==> src/rtl/dso_pkg.sv <==
// Shared types and constants for the DSO acquisition path.
//   capture_state_t : capture sequencer states
//   DEF_ENTRIES     : default capture RAM depth in samples
//   DEC_PWR_W       : width of the decimation exponent
package dso_pkg;

   typedef enum logic [1:0] {
      IDLE,
      FILL,
      ARMED,
      DONE
   } capture_state_t;

   localparam int DEF_ENTRIES = 384;
   localparam int DEC_PWR_W   = 4;

endpackage

==> src/rtl/smpl_strobe.sv <==
// Decimated sample strobe.
// Counts clocks while run is high and fires strobe when the count reaches
// 2^dec_pwr-1, then wraps. The count is held at 0 while run is low, so every
// run period starts fresh.
//   clk, rst : clock, synchronous active-high reset
//   run      : count enable
//   dec_pwr  : decimation exponent (one strobe every 2^dec_pwr clocks)
//   strobe   : decimated write strobe
module smpl_strobe
   import dso_pkg::*;
(
   input  logic                 clk,
   input  logic                 rst,
   input  logic                 run,
   input  logic [DEC_PWR_W-1:0] dec_pwr,
   output logic                 strobe
);

   // Largest terminal count is 2^(2^DEC_PWR_W - 1) - 1.
   localparam int CNT_W = (1 << DEC_PWR_W) - 1;

   logic [CNT_W-1:0] cnt_q, cnt_d, limit;

   always_comb begin
      limit  = CNT_W'((32'd1 << dec_pwr) - 32'd1);
      strobe = run && (cnt_q == limit);
      cnt_d  = cnt_q;
      if (!run || strobe) cnt_d = '0;
      else                cnt_d = cnt_q + 1'b1;
   end

   always_ff @(posedge clk) begin
      if (rst) cnt_q <= '0;
      else     cnt_q <= cnt_d;
   end

endmodule

==> src/rtl/capture_ctrl.sv <==
// Capture sequencer: decimates the sample stream, writes the circular capture
// RAM, arms the trigger once pre-trigger history is complete, counts
// post-trigger samples and freezes the trace.
//   clk, rst          : clock, synchronous active-high reset
//   capture_en        : run request (level)
//   dec_pwr           : decimation exponent, latched on FILL entry
//   trig_pos          : post-trigger sample count, clamped and latched on FILL entry
//   clr_capture_done  : host acknowledge
//   triggered         : sticky trigger status
//   armed             : pre-trigger history complete
//   set_capture_done  : one-cycle pulse that clears triggered
//   we, waddr         : capture RAM write strobe/address
//   trace_end         : address of the last sample of the completed capture
//   capture_done      : sticky capture-complete status
module capture_ctrl
   import dso_pkg::*;
#(
   parameter int ENTRIES = DEF_ENTRIES,
   parameter int ADDR_W  = 9
) (
   input  logic                 clk,
   input  logic                 rst,
   input  logic                 capture_en,
   input  logic [DEC_PWR_W-1:0] dec_pwr,
   input  logic [ADDR_W-1:0]    trig_pos,
   input  logic                 clr_capture_done,
   input  logic                 triggered,
   output logic                 armed,
   output logic                 set_capture_done,
   output logic                 we,
   output logic [ADDR_W-1:0]    waddr,
   output logic [ADDR_W-1:0]    trace_end,
   output logic                 capture_done
);

   // One extra bit so the write count can hold ENTRIES itself.
   localparam int CNT_W = ADDR_W + 1;
   localparam logic [CNT_W-1:0]  ENT      = CNT_W'(ENTRIES);
   localparam logic [ADDR_W-1:0] LAST_ADR = ADDR_W'(ENTRIES - 1);

   capture_state_t       state_q, state_d;
   logic [ADDR_W-1:0]    waddr_q, waddr_d;
   logic [CNT_W-1:0]     wr_cnt_q, wr_cnt_d;
   logic [ADDR_W-1:0]    post_cnt_q, post_cnt_d;
   logic [ADDR_W-1:0]    tp_q, tp_d;
   logic [DEC_PWR_W-1:0] dec_q, dec_d;
   logic [ADDR_W-1:0]    trace_end_q, trace_end_d;
   logic                 capture_done_q, capture_done_d;
   logic                 set_done_q, set_done_d;
   logic                 armed_q, armed_d;
   logic                 run, strobe, we_int;

   assign run = (state_q == FILL) || (state_q == ARMED);

   smpl_strobe u_strobe (
      .clk     (clk),
      .rst     (rst),
      .run     (run),
      .dec_pwr (dec_q),
      .strobe  (strobe)
   );

   // No write in an abort or reset cycle: that sample would be discarded anyway.
   assign we_int = strobe && capture_en && !rst;

   always_comb begin
      state_d        = state_q;
      waddr_d        = waddr_q;
      wr_cnt_d       = wr_cnt_q;
      post_cnt_d     = post_cnt_q;
      tp_d           = tp_q;
      dec_d          = dec_q;
      trace_end_d    = trace_end_q;
      capture_done_d = capture_done_q;
      set_done_d     = 1'b0;

      case (state_q)
         IDLE: begin
            if (capture_en && !capture_done_q) begin
               state_d = FILL;
               dec_d   = dec_pwr;
               if (trig_pos == '0)                tp_d = ADDR_W'(1);
               else if ({1'b0, trig_pos} >= ENT)  tp_d = LAST_ADR;
               else                               tp_d = trig_pos;
            end
         end
         FILL, ARMED: begin
            if (!capture_en) begin
               state_d = IDLE;
            end else if (we_int) begin
               waddr_d  = (waddr_q == LAST_ADR) ? '0 : waddr_q + 1'b1;
               wr_cnt_d = (wr_cnt_q == ENT) ? ENT : wr_cnt_q + 1'b1;
               if (state_q == FILL) begin
                  if (wr_cnt_d == ENT - {1'b0, tp_q}) state_d = ARMED;
               end else if (triggered) begin
                  post_cnt_d = post_cnt_q + 1'b1;
                  if (post_cnt_d == tp_q) begin
                     state_d        = DONE;
                     trace_end_d    = waddr_q;
                     capture_done_d = 1'b1;
                     set_done_d     = 1'b1;
                  end
               end
            end
         end
         DONE: begin
            if (clr_capture_done) begin
               state_d        = IDLE;
               capture_done_d = 1'b0;
            end
         end
         default: state_d = IDLE;
      endcase

      // Every way into IDLE starts the next capture from a clean slate.
      if (state_d == IDLE) begin
         waddr_d    = '0;
         wr_cnt_d   = '0;
         post_cnt_d = '0;
      end

      armed_d = (state_d == ARMED);
   end

   always_ff @(posedge clk) begin
      if (rst) begin
         state_q        <= IDLE;
         waddr_q        <= '0;
         wr_cnt_q       <= '0;
         post_cnt_q     <= '0;
         tp_q           <= ADDR_W'(1);
         dec_q          <= '0;
         trace_end_q    <= '0;
         capture_done_q <= 1'b0;
         set_done_q     <= 1'b0;
         armed_q        <= 1'b0;
      end else begin
         state_q        <= state_d;
         waddr_q        <= waddr_d;
         wr_cnt_q       <= wr_cnt_d;
         post_cnt_q     <= post_cnt_d;
         tp_q           <= tp_d;
         dec_q          <= dec_d;
         trace_end_q    <= trace_end_d;
         capture_done_q <= capture_done_d;
         set_done_q     <= set_done_d;
         armed_q        <= armed_d;
      end
   end

   assign armed            = armed_q;
   assign set_capture_done = set_done_q;
   assign we               = we_int;
   assign waddr            = waddr_q;
   assign trace_end        = trace_end_q;
   assign capture_done     = capture_done_q;

endmodule

==> config.mk <==
export PLATFORM = sky130hd
export DESIGN_NAME = capture_ctrl
export DESIGN_NICKNAME = d
export VERILOG_FILES = /design/src/rtl/dso_pkg.sv /design/src/rtl/smpl_strobe.sv /design/src/rtl/capture_ctrl.sv
export SDC_FILE = /design/constraint.sdc
export NUM_CORES = 1
export LEC_CHECK = 0
export BUFFER_PORTS_ARGS = -buffer_cell sky130_fd_sc_hd__buf_2
export CAP_MARGIN = 20
export CORE_AREA = 4 4 76 113
export CTS_CLUSTER_SIZE = 28
export DETAILED_ROUTE_END_ITERATION = 6
export DIE_AREA = 0 0 80 117
export HOLD_SLACK_MARGIN = 0.02
export PLACE_DENSITY_LB_ADDON = 0.08
export SYNTH_ARGS = -nofsm -noshare
export SYNTH_HDL_FRONTEND = slang
export SYNTH_SLANG_ARGS = --single-unit
==> constraint.sdc <==
create_clock -name clk -period 4.3 [get_ports clk]
set_clock_uncertainty 0.2 [all_clocks]
set_input_delay 0.86 -clock clk [delete_from_list [all_inputs] [get_ports clk]]
set_output_delay 0.86 -clock clk [all_outputs]
set_load 0.02 [all_outputs]
; ---- Word level (Yosys, flattened, before mapping)
; Index checks and enable logic that the tools add are counted.
[word_totals]
output_inout_bits = 22
reg_bits = 70
[classes]
shift = 1
n_eq_ne = 15
n_lt_le_gt_ge = 1
addsub = 6
bitwise = 5
reduce_logical = 22
muxes = 21
[op_table]
columns = operator, n
row1 = 9-bit two-way mux, 3
row2 = 9-bit by 1-bit adder with 9-bit output (second input constant), 2
row3 = 2-bit two-way mux, 8
row4 = 15-bit by 1-bit adder with 15-bit output (second input constant), 1
row5 = 15-bit == test, 1
row6 = 1-bit by 4-bit left shift with 15-bit output (first input constant), 1
row7 = 15-bit by 1-bit subtractor with 15-bit output (second input constant), 1
row8 = 2-bit inequality test (second input constant), 6
row9 = 10-bit by 1-bit adder with 10-bit output (second input constant), 1
row10 = 10-bit == test, 1
row11 = 10-bit by 9-bit == test with 1-bit output (second input constant), 1
row12 = 10-bit two-way mux, 1
row13 = 9-bit by 9-bit subtractor with 10-bit output (first input constant), 1
row14 = 9-bit == test, 1
row15 = 9-bit == test (second input constant), 1
row16 = 9-bit >= comparator (second input constant), 1
row17 = 9-bit logical NOT, 1
row18 = 1-bit two-way mux, 7
row19 = 7-bit AND reduction, 1
row20 = 2-bit == test (second input constant), 3
row21 = 2-bit one-hot mux with 3 select lines, 1
row22 = 6-bit AND reduction, 1
row23 = 2-bit OR reduction, 3
row24 = 6-bit OR reduction, 1
row25 = other kinds (11), 22

; ---- Depth between registers and ports, before layout
; Gate-level depths: netlist of run 1.
[logic_depth]
word_depth = 11
mapped_depth = 16

; ---- By module
; Synthesis of run 1 repeated with hierarchy kept, for this count alone.
[unflattened]
hier_cells = 550
area_unflattened_um2 = 4469.3
[by_module_without_submodules]
columns = mod, cells_per_inst, instances, area_per_inst_um2
row1 = capture_ctrl, 402, 1, 3330.7
row2 = smpl_strobe, 148, 1, 1138.6

; ---- Least setup slack after synthesis of run 1
; Ideal clock, no wire load.
[synth_timing]
path_kind = flip-flop to flip-flop
from = register dec_q[2]
to = register waddr_q[0], in the netlist waddr[0]
setup_time_ns = 0.133
period_less_slack_ns = 3.836
path_stages_with_launch = 17
path_slack_ns = 0.464
t_arrival_ns = 3.504
t_required_ns = 3.967
path_cell_list = dfxtp_1 -> buf_1 -> clkbuf_1 -> nor2_1 -> nand3_1 -> ha_1 -> clkbuf_1 -> xor2_1 -> xnor2_1 -> nand2_1 -> nor4_1 -> nand4_1 -> or4_1 -> a211oi_2 -> buf_4 -> buf_6 -> a21oi_1
[synth_via]
elab_chain_len = 11
word_cells_on_any_way = 12
classes_between = add/sub: 1 / eq/ne: 1 / shift: 1 / mux: 3 / reduce/logical: 6
[synth_lines]
columns = item, line_no
row1 = from (decl), capture_ctrl.sv:46  ; logic [DEC_PWR_W-1:0] dec_q, dec_d;
row2 = from (signal assigned), capture_ctrl.sv:132  ; dec_q <= '0;
row3 = from (signal assigned), capture_ctrl.sv:143  ; dec_q <= dec_d;
row4 = 1-bit by 4-bit left shift with 15-bit output (*), smpl_strobe.sv:25  ; limit = CNT_W'((32'd1 << dec_pwr) - 32'd1);
row5 = 15-bit by 1-bit subtractor with 15-bit output (*), smpl_strobe.sv:25
row6 = 15-bit == test (*), smpl_strobe.sv:26  ; strobe = run && (cnt_q == limit);
row7 = 1-bit logical AND (*), smpl_strobe.sv:26
row8 = 1-bit logical AND (*) (2 in series), capture_ctrl.sv:64  ; assign we_int = strobe && capture_en && !rst;
row9 = 2-bit two-way mux, capture_ctrl.sv:90  ; end else if (we_int) begin
row10 = 2-bit two-way mux, capture_ctrl.sv:88  ; if (!capture_en) begin
row11 = 2-bit one-hot mux with 3 select lines, capture_ctrl.sv:77  ; case (state_q)
row12 = 2-bit logical NOT, capture_ctrl.sv:116  ; if (state_d == IDLE) begin
row13 = 2-bit OR reduction (no source line), --
row14 = to (signal assigned), capture_ctrl.sv:139  ; waddr_q <= waddr_d;
row15 = to (decl), capture_ctrl.sv:42  ; logic [ADDR_W-1:0] waddr_q, waddr_d;
; Every way passes the cells marked *; elsewhere a longest branch is shown, timed or not.
; A chain may end at the register's enable or synchronous reset.

; ---- Final worst setup path of run 1
[layout_timing]
from = register dec_q[0]
to = output port we
[layout_via]
elab_chain_len = 6
[layout_lines]
columns = item, line_no
row1 = 1-bit by 4-bit left shift with 15-bit output, smpl_strobe.sv:25
row2 = 15-bit by 1-bit subtractor with 15-bit output, smpl_strobe.sv:25
row3 = 15-bit == test, smpl_strobe.sv:26
row4 = 1-bit logical AND, smpl_strobe.sv:26
row5 = 1-bit logical AND (2 in series), capture_ctrl.sv:64
row6 = to (decl), capture_ctrl.sv:30  ; output logic we,
; No other way between the ends.

==> results.cfg, run 1 <==
[status]
status = complete, no violations

[cts]
h-tree-depth = 3
cts_root_buffer = clkbuf_16
clk_path_buf_depth = 2
cts.clk_slew.worst_paths_ns = 0.06
cts_tree = yes
worstSkewPairLatency_ns = 0.33
cts_buffers = 9
cts_resized = 0
numClockSinks = 70
post_cts_buffers = 0
hold_buffers = 0

[detailed_routing]
vias = 4227
drc = 0
drtIter0Drc = 207
wl_mm = 11.4
wl_per_cell_microns = 16.4
postRouteAntennaNets = 0
drt_first_pass_iters = 5
vias_per_cell = 6.07

[synth]
netlist-cell-type-count = 67
syn-cell-area_sq_mm = 0.00446
synth_top_area_share_pct = 31.4
syn_nets = 601
synth.most_common_cell = dfxtp_1
ys_seq_area_share_pct = 31.4
ys_ff_latch = 70
async_reset_ff_share_pct = 0
synth.area.top_cells = dfxtp_1 31%, xnor2_1 7.9%, nor2_1 5.4%
synthFlopType = dfxtp_1
netlist_instances = 572
synth.top_cells.by_count = 70 x dfxtp_1, 64 x nor2_1, 45 x a21oi_1
ys_warn_count = 0
avgSynthCellArea_sq_um = 7.80
netlist.top_cell.by_area = dfxtp_1
synth_edf_count = 0

[timing]
tightest_slew_ns = 0.711
min_period_ns = 4.06
setup_viol = 0
finalSetupTns_ns = 0
relSlewSlack_pct = 52.1
setup_slack_ns = 0.242
final_hold_viol_count = 0
max_freq_ghz = 0.246
drv_slew = 0
timing.final.crit_share_pct = 94.4
rsz0062_at_grt = false

[global_routing]
antenna_found_initial = 0
grt_util_all_layers_pct = 25.3
grt_pass1_vias = 3916
gr-total-overflow = 0
grt_max_degree = 31
grt_pass1_wl_mm = 18.4

[setup_path]
worstPathRequired_ns = 3.24
worst-setup-path-type = flop to output pin
crit_path_max_fanout = 13
arrival_ns = 3.00
start_kind = flop
crit_path_end_kind = output pin

[power]
power_mw = 1.82
p_leak_nw = 1.87
p_seq_share_pct = 37.5
p_int_mw = 1.37
irDropWorstVdd_mv = 0.269
pwr_density_cell_mw_per_mm2 = 360
p_sw_uw = 442
clkPwrFrac_pct = 50.1
sw_frac_of_total_pct = 24.3
pwr-share-comb_pct = 12.4

[place]
hpwlAfterDp_mm = 8.25
io_buffers = 39
post_dp_cell_area_sq_mm = 0.00468
gp_congestion = 0.919
pre_cts_ws_ns = 0.445

[final_layout]
final_layout_size_suffix_gt1_share_pct = 12.0
diodes = 0
multi_input_area_sq_mm = 0.00282
nets = 618
fillCellCount = 692
stdcell_area_sq_mm = 0.00505
regArea_sq_mm = 0.00140
syn_to_final_growth_pct = 13.2

[floorplan]
rows = 39
start_util_pct = 58.6
dieArea_sq_mm = 0.00936
io_pins = 40
die_h_microns = 117
core_sq_mm = 0.00761
die_width_microns = 80

[flow_run]
max_cap_violations = 0

[worst_hold_path]
worstHoldPathType = flop to flop
## power by group through the flow
| stage | Sequential, mW | Combinational [mW] | Clock, mW |
|---|---|---|---|
| floorplan | 0.683 | 0.180 | 0 |
| global placement | 0.695 | 0.217 | 0 |
| detailed placement | 0.695 | 0.223 | 0 |
| CTS | 0.681 | 0.224 | 0.923 |
| global route | 0.682 | 0.250 | 0.947 |
| finish | 0.682 | 0.225 | 0.910 |
## state kept, by name, summed over array words and instances, names as in the netlist
register,cells
dec_q,4
armed,1
state_q,2
trace_end,9
post_cnt_q,9
wr_cnt_q,10
set_capture_done,1
u_strobe.cnt_q,15
tp_q,9
capture_done,1
waddr,9
## per-stage QoR
step	util, %	std cells	hold WS, ns
6_report	66.3	696	0.289
5_1_grt	66.3	696	0.330
4_1_cts	66.3	696	0.295
3_5_place_dp	61.5	680	0.279
3_3_place_gp	61.5	680	0.268
2_1_floorplan	-	572	0.242
## critical path: stages (launching register included)
cell       delay, ns
dfxtp_1         0.31
or4_1           0.56
ha_1            0.37
or3_1           0.37
a21oi_1         0.20
o21ai_0         0.10
a2bb2oi_1       0.21
and4_1          0.26
nand2_1         0.07
inv_1           0.07
buf_2           0.16
## path summary, 6_finish.rpt
check	startpoint	to	slack, ns	cells past startpoint
worst min-delay path	trace_end[4]	trace_end[4]	0.29	2
worst max register to register	dec_q[0]	waddr[3]	0.39	11
worst max-delay path	dec_q[0]	we	0.24	10
worst min register to register	trace_end[4]	trace_end[4]	0.29	2
## layer usage
metal / track usage [%] / vias up / wire length, microns
met5: 0 / - / 0
met4: 14.4 / 0 / 508
met3: 3.60 / 32 / 444
met2: 46.2 / 132 / 5930
met1: 27.6 / 1992 / 4520
li1: - / 2071 / -
## cell type report
class	count	area share [%]
tap	102	2.53
clock buffer	9	4.46
clock inverter	7	2.87
multi-input combinational	440	55.8
sequential	70	27.8
inverter	21	1.56
timing repair buffer	47	5.06
## cells in the final DEF, fill, tap and decap left out, types with 3 or more instances in the layout
master	count
a211oi_1	5
a21oi_1	44
a221oi_1	4
a22oi_1	4
a2bb2oi_1	3
a31oi_1	6
and2_1	4
and3_1	10
and4_1	4
buf_2	39
buf_4	8
bufinv_16	4
clkbuf_16	9
dfxtp_1	70
ha_1	11
inv_1	21
mux2i_1	15
nand2_1	43
nand2b_1	5
nand3_1	20
nand3b_1	3
nand4_1	11
nand4b_1	3
nor2_1	64
nor2b_1	6
nor3_1	31
nor4_1	18
o21ai_0	14
or3_1	3
or4_1	4
xnor2_1	40
xor2_1	22
## cells by family after synthesis
logic type               count (synthesis)  synth area share, %
multiplexers                            15                 3.37
AO/OA/AOI/OAI                          105                 15.0
XOR/XNOR                                64                 13.2
buffers and inverters                   62                 5.64
AND/OR/NAND/NOR                        245                 28.3
adder cells (fa/ha/maj)                 11                 3.09
flip-flops                              70                 31.4
Note: power is estimated with default switching activity, not from simulation.
==> inputs of run 2 (changes only) <==
--- a/config.mk
+++ b/config.mk
@@ -9,6 +9,6 @@
 export CAP_MARGIN = 20
-export CORE_AREA = 4 4 76 113
+export CORE_AREA = 4 4 80 119
 export CTS_CLUSTER_SIZE = 28
 export DETAILED_ROUTE_END_ITERATION = 6
-export DIE_AREA = 0 0 80 117
+export DIE_AREA = 0 0 84 123
 export HOLD_SLACK_MARGIN = 0.02
==> constraint.sdc (replaced) <==
create_clock -name clk -period 3.4 [get_ports clk]
set_clock_uncertainty 0.2 [all_clocks]
set_input_delay 0.68 -clock clk [delete_from_list [all_inputs] [get_ports clk]]
set_output_delay 0.68 -clock clk [all_outputs]
set_load 0.1 [all_outputs]
==> results.cfg, run 2 (synthesis results as in run 1) <==
[timing]
tightest_slew_ns = 0.737
setup_viol = 30
min_period_ns = 3.64
timing.final.crit_share_pct = 107
drv_slew = 0
max_freq_ghz = 0.275
finalSetupTns_ns = -4.96
final_hold_viol_count = 0
setup_slack_ns = -0.238
relSlewSlack_pct = 50.4
rsz0062_at_grt = true

[cts]
hold_buffers = 0
h-tree-depth = 3
cts.clk_slew.worst_paths_ns = 0.06
numClockSinks = 70
cts_tree = yes
worstSkewPairLatency_ns = 0.33
clk_path_buf_depth = 2
cts_buffers = 9
cts_root_buffer = clkbuf_16

[final_layout]
fin_util_pct = 67.6
stdcell_area_sq_mm = 0.00569
top_regs = u_strobe.cnt_q (15), wr_cnt_q (10)
final_layout_size_suffix_gt1_share_pct = 24.8
syn_to_final_growth_pct = 27.6
regMostFlops = u_strobe.cnt_q
final-instance-count-excl-fill = 745
diodes = 0
largest_reg_flops = 15
final_common_cell = dfxtp_1
fillCellCount = 697
nets = 662
layout_common_cells = 69 x dfxtp_1, 64 x nor2_1, 42 x nand2_1

[global_routing]
grt_max_degree = 28
gr-total-overflow = 0
antenna_found_initial = 0
grt_pass1_wl_mm = 20.1
grt_util_all_layers_pct = 24.2
grt_pass1_vias = 4230

[place]
gp_congestion = 0.877
dp_cells = 716
io_buffers = 39
hpwlAfterDp_mm = 8.68
post_dp_cell_area_sq_mm = 0.00498

[setup_path]
worstPathRequired_ns = 2.52
slowest_stage = or4_4
crit_path_max_fanout = 2
max_stage_delay_ns = 0.55
crit_path_end_kind = output pin
cp.depth = 9
path_buf_inv = 2
start_kind = flop
worst-setup-path-type = flop to output pin
critPathTopFamily = simple AND/OR/NAND/NOR gates
r2r_cells = 14
arrival_ns = 2.76
cp_cell_sequence = or4_4, ha_4, xnor2_1, a221o_1, nor4_4, and4_4, nand2_4, clkinvlp_4, buf_12

[floorplan]
die_width_microns = 84
rows = 41
dieArea_sq_mm = 0.0103
core_sq_mm = 0.00841
die_h_microns = 123
io_pins = 40
start_util_pct = 53.0

[power]
p_leak_nw = 2.14
power_mw = 2.37
pwr_density_cell_mw_per_mm2 = 417
irDropWorstVdd_mv = 0.292

[detailed_routing]
vias = 4406
postRouteAntennaNets = 0
drc = 0
vias_per_cell = 5.91
wl_per_cell_microns = 16.9
drtIter0Drc = 250
drt_first_pass_iters = 5
wl_mm = 12.6

[status]
violations = negative setup slack
status = complete, but fails checks

[worst_hold_path]
holdPathStages = 2
worstHoldPathType = flop to flop

[flow_run]
max_cap_violations = 0
==> run 2: power breakdown <==
group	internal [mW]	switching [mW]	leakage [nW]
logic	0.198	0.235	1.40
clock network	0.734	0.351	0.172
registers	0.836	0.0186	0.567
==> run 2: worst reg2reg max path, cell delays in order (launching register included) <==
cell	delay, ns
dfxtp_2	0.32
or4_4	0.55
ha_4	0.21
buf_6	0.12
buf_6	0.11
nand4b_1	0.17
a21oi_2	0.18
o21bai_2	0.10
a31oi_1	0.18
nand4_1	0.20
or4_4	0.49
a211oi_4	0.24
buf_6	0.18
buf_12	0.15
a22oi_1	0.08
==> run 2: final timing paths <==
kind	startpoint	to	slack [ns]
worst min-delay path	trace_end[8]	trace_end[8]	0.29
worst min register to register	trace_end[8]	trace_end[8]	0.29
worst max-delay path	dec_q[1]	we	-0.24
worst max register to register	dec_q[1]	waddr[5]	-0.19
==> run 2: stage by stage <==
stage          setup WS, ns  hold WS (ns)
2_1_floorplan        -0.257         0.242
3_3_place_gp        -0.0333         0.269
3_5_place_dp        -0.0904         0.282
4_1_cts              -0.270         0.296
5_1_grt              -0.334         0.317
6_report             -0.238         0.289
==> run 2: layout make-up <==
type                    instances  area [sq um]  share of cell area [%]
clock inverters                 6           109                    1.91
flip-flops and latches         70          1400                    24.6
inverters                      21          85.1                    1.50
multi-input cells             440          3050                    53.5
clock buffers                  10           239                    4.20
repair buffers                 91           674                    11.9
well taps                     107           134                    2.35
==> run 2: per-layer routing <==
layer / global-route usage [%] / vias to the layer above / share of wire (%)
met3: 3.40 / 42 / 3.1
met4: 14.0 / 0 / 4.8
met1: 26.1 / 2088 / 40
met2: 44.9 / 124 / 52
li1: - / 2152 / -
met5: 0 / - / 0
==> run 2: repair_timing <==
item,CTS,global route
setup endpoints to repair,37,41
cloned,2,2
setup buffers,6,5
gates resized for setup,11,45
pin swaps,4,33
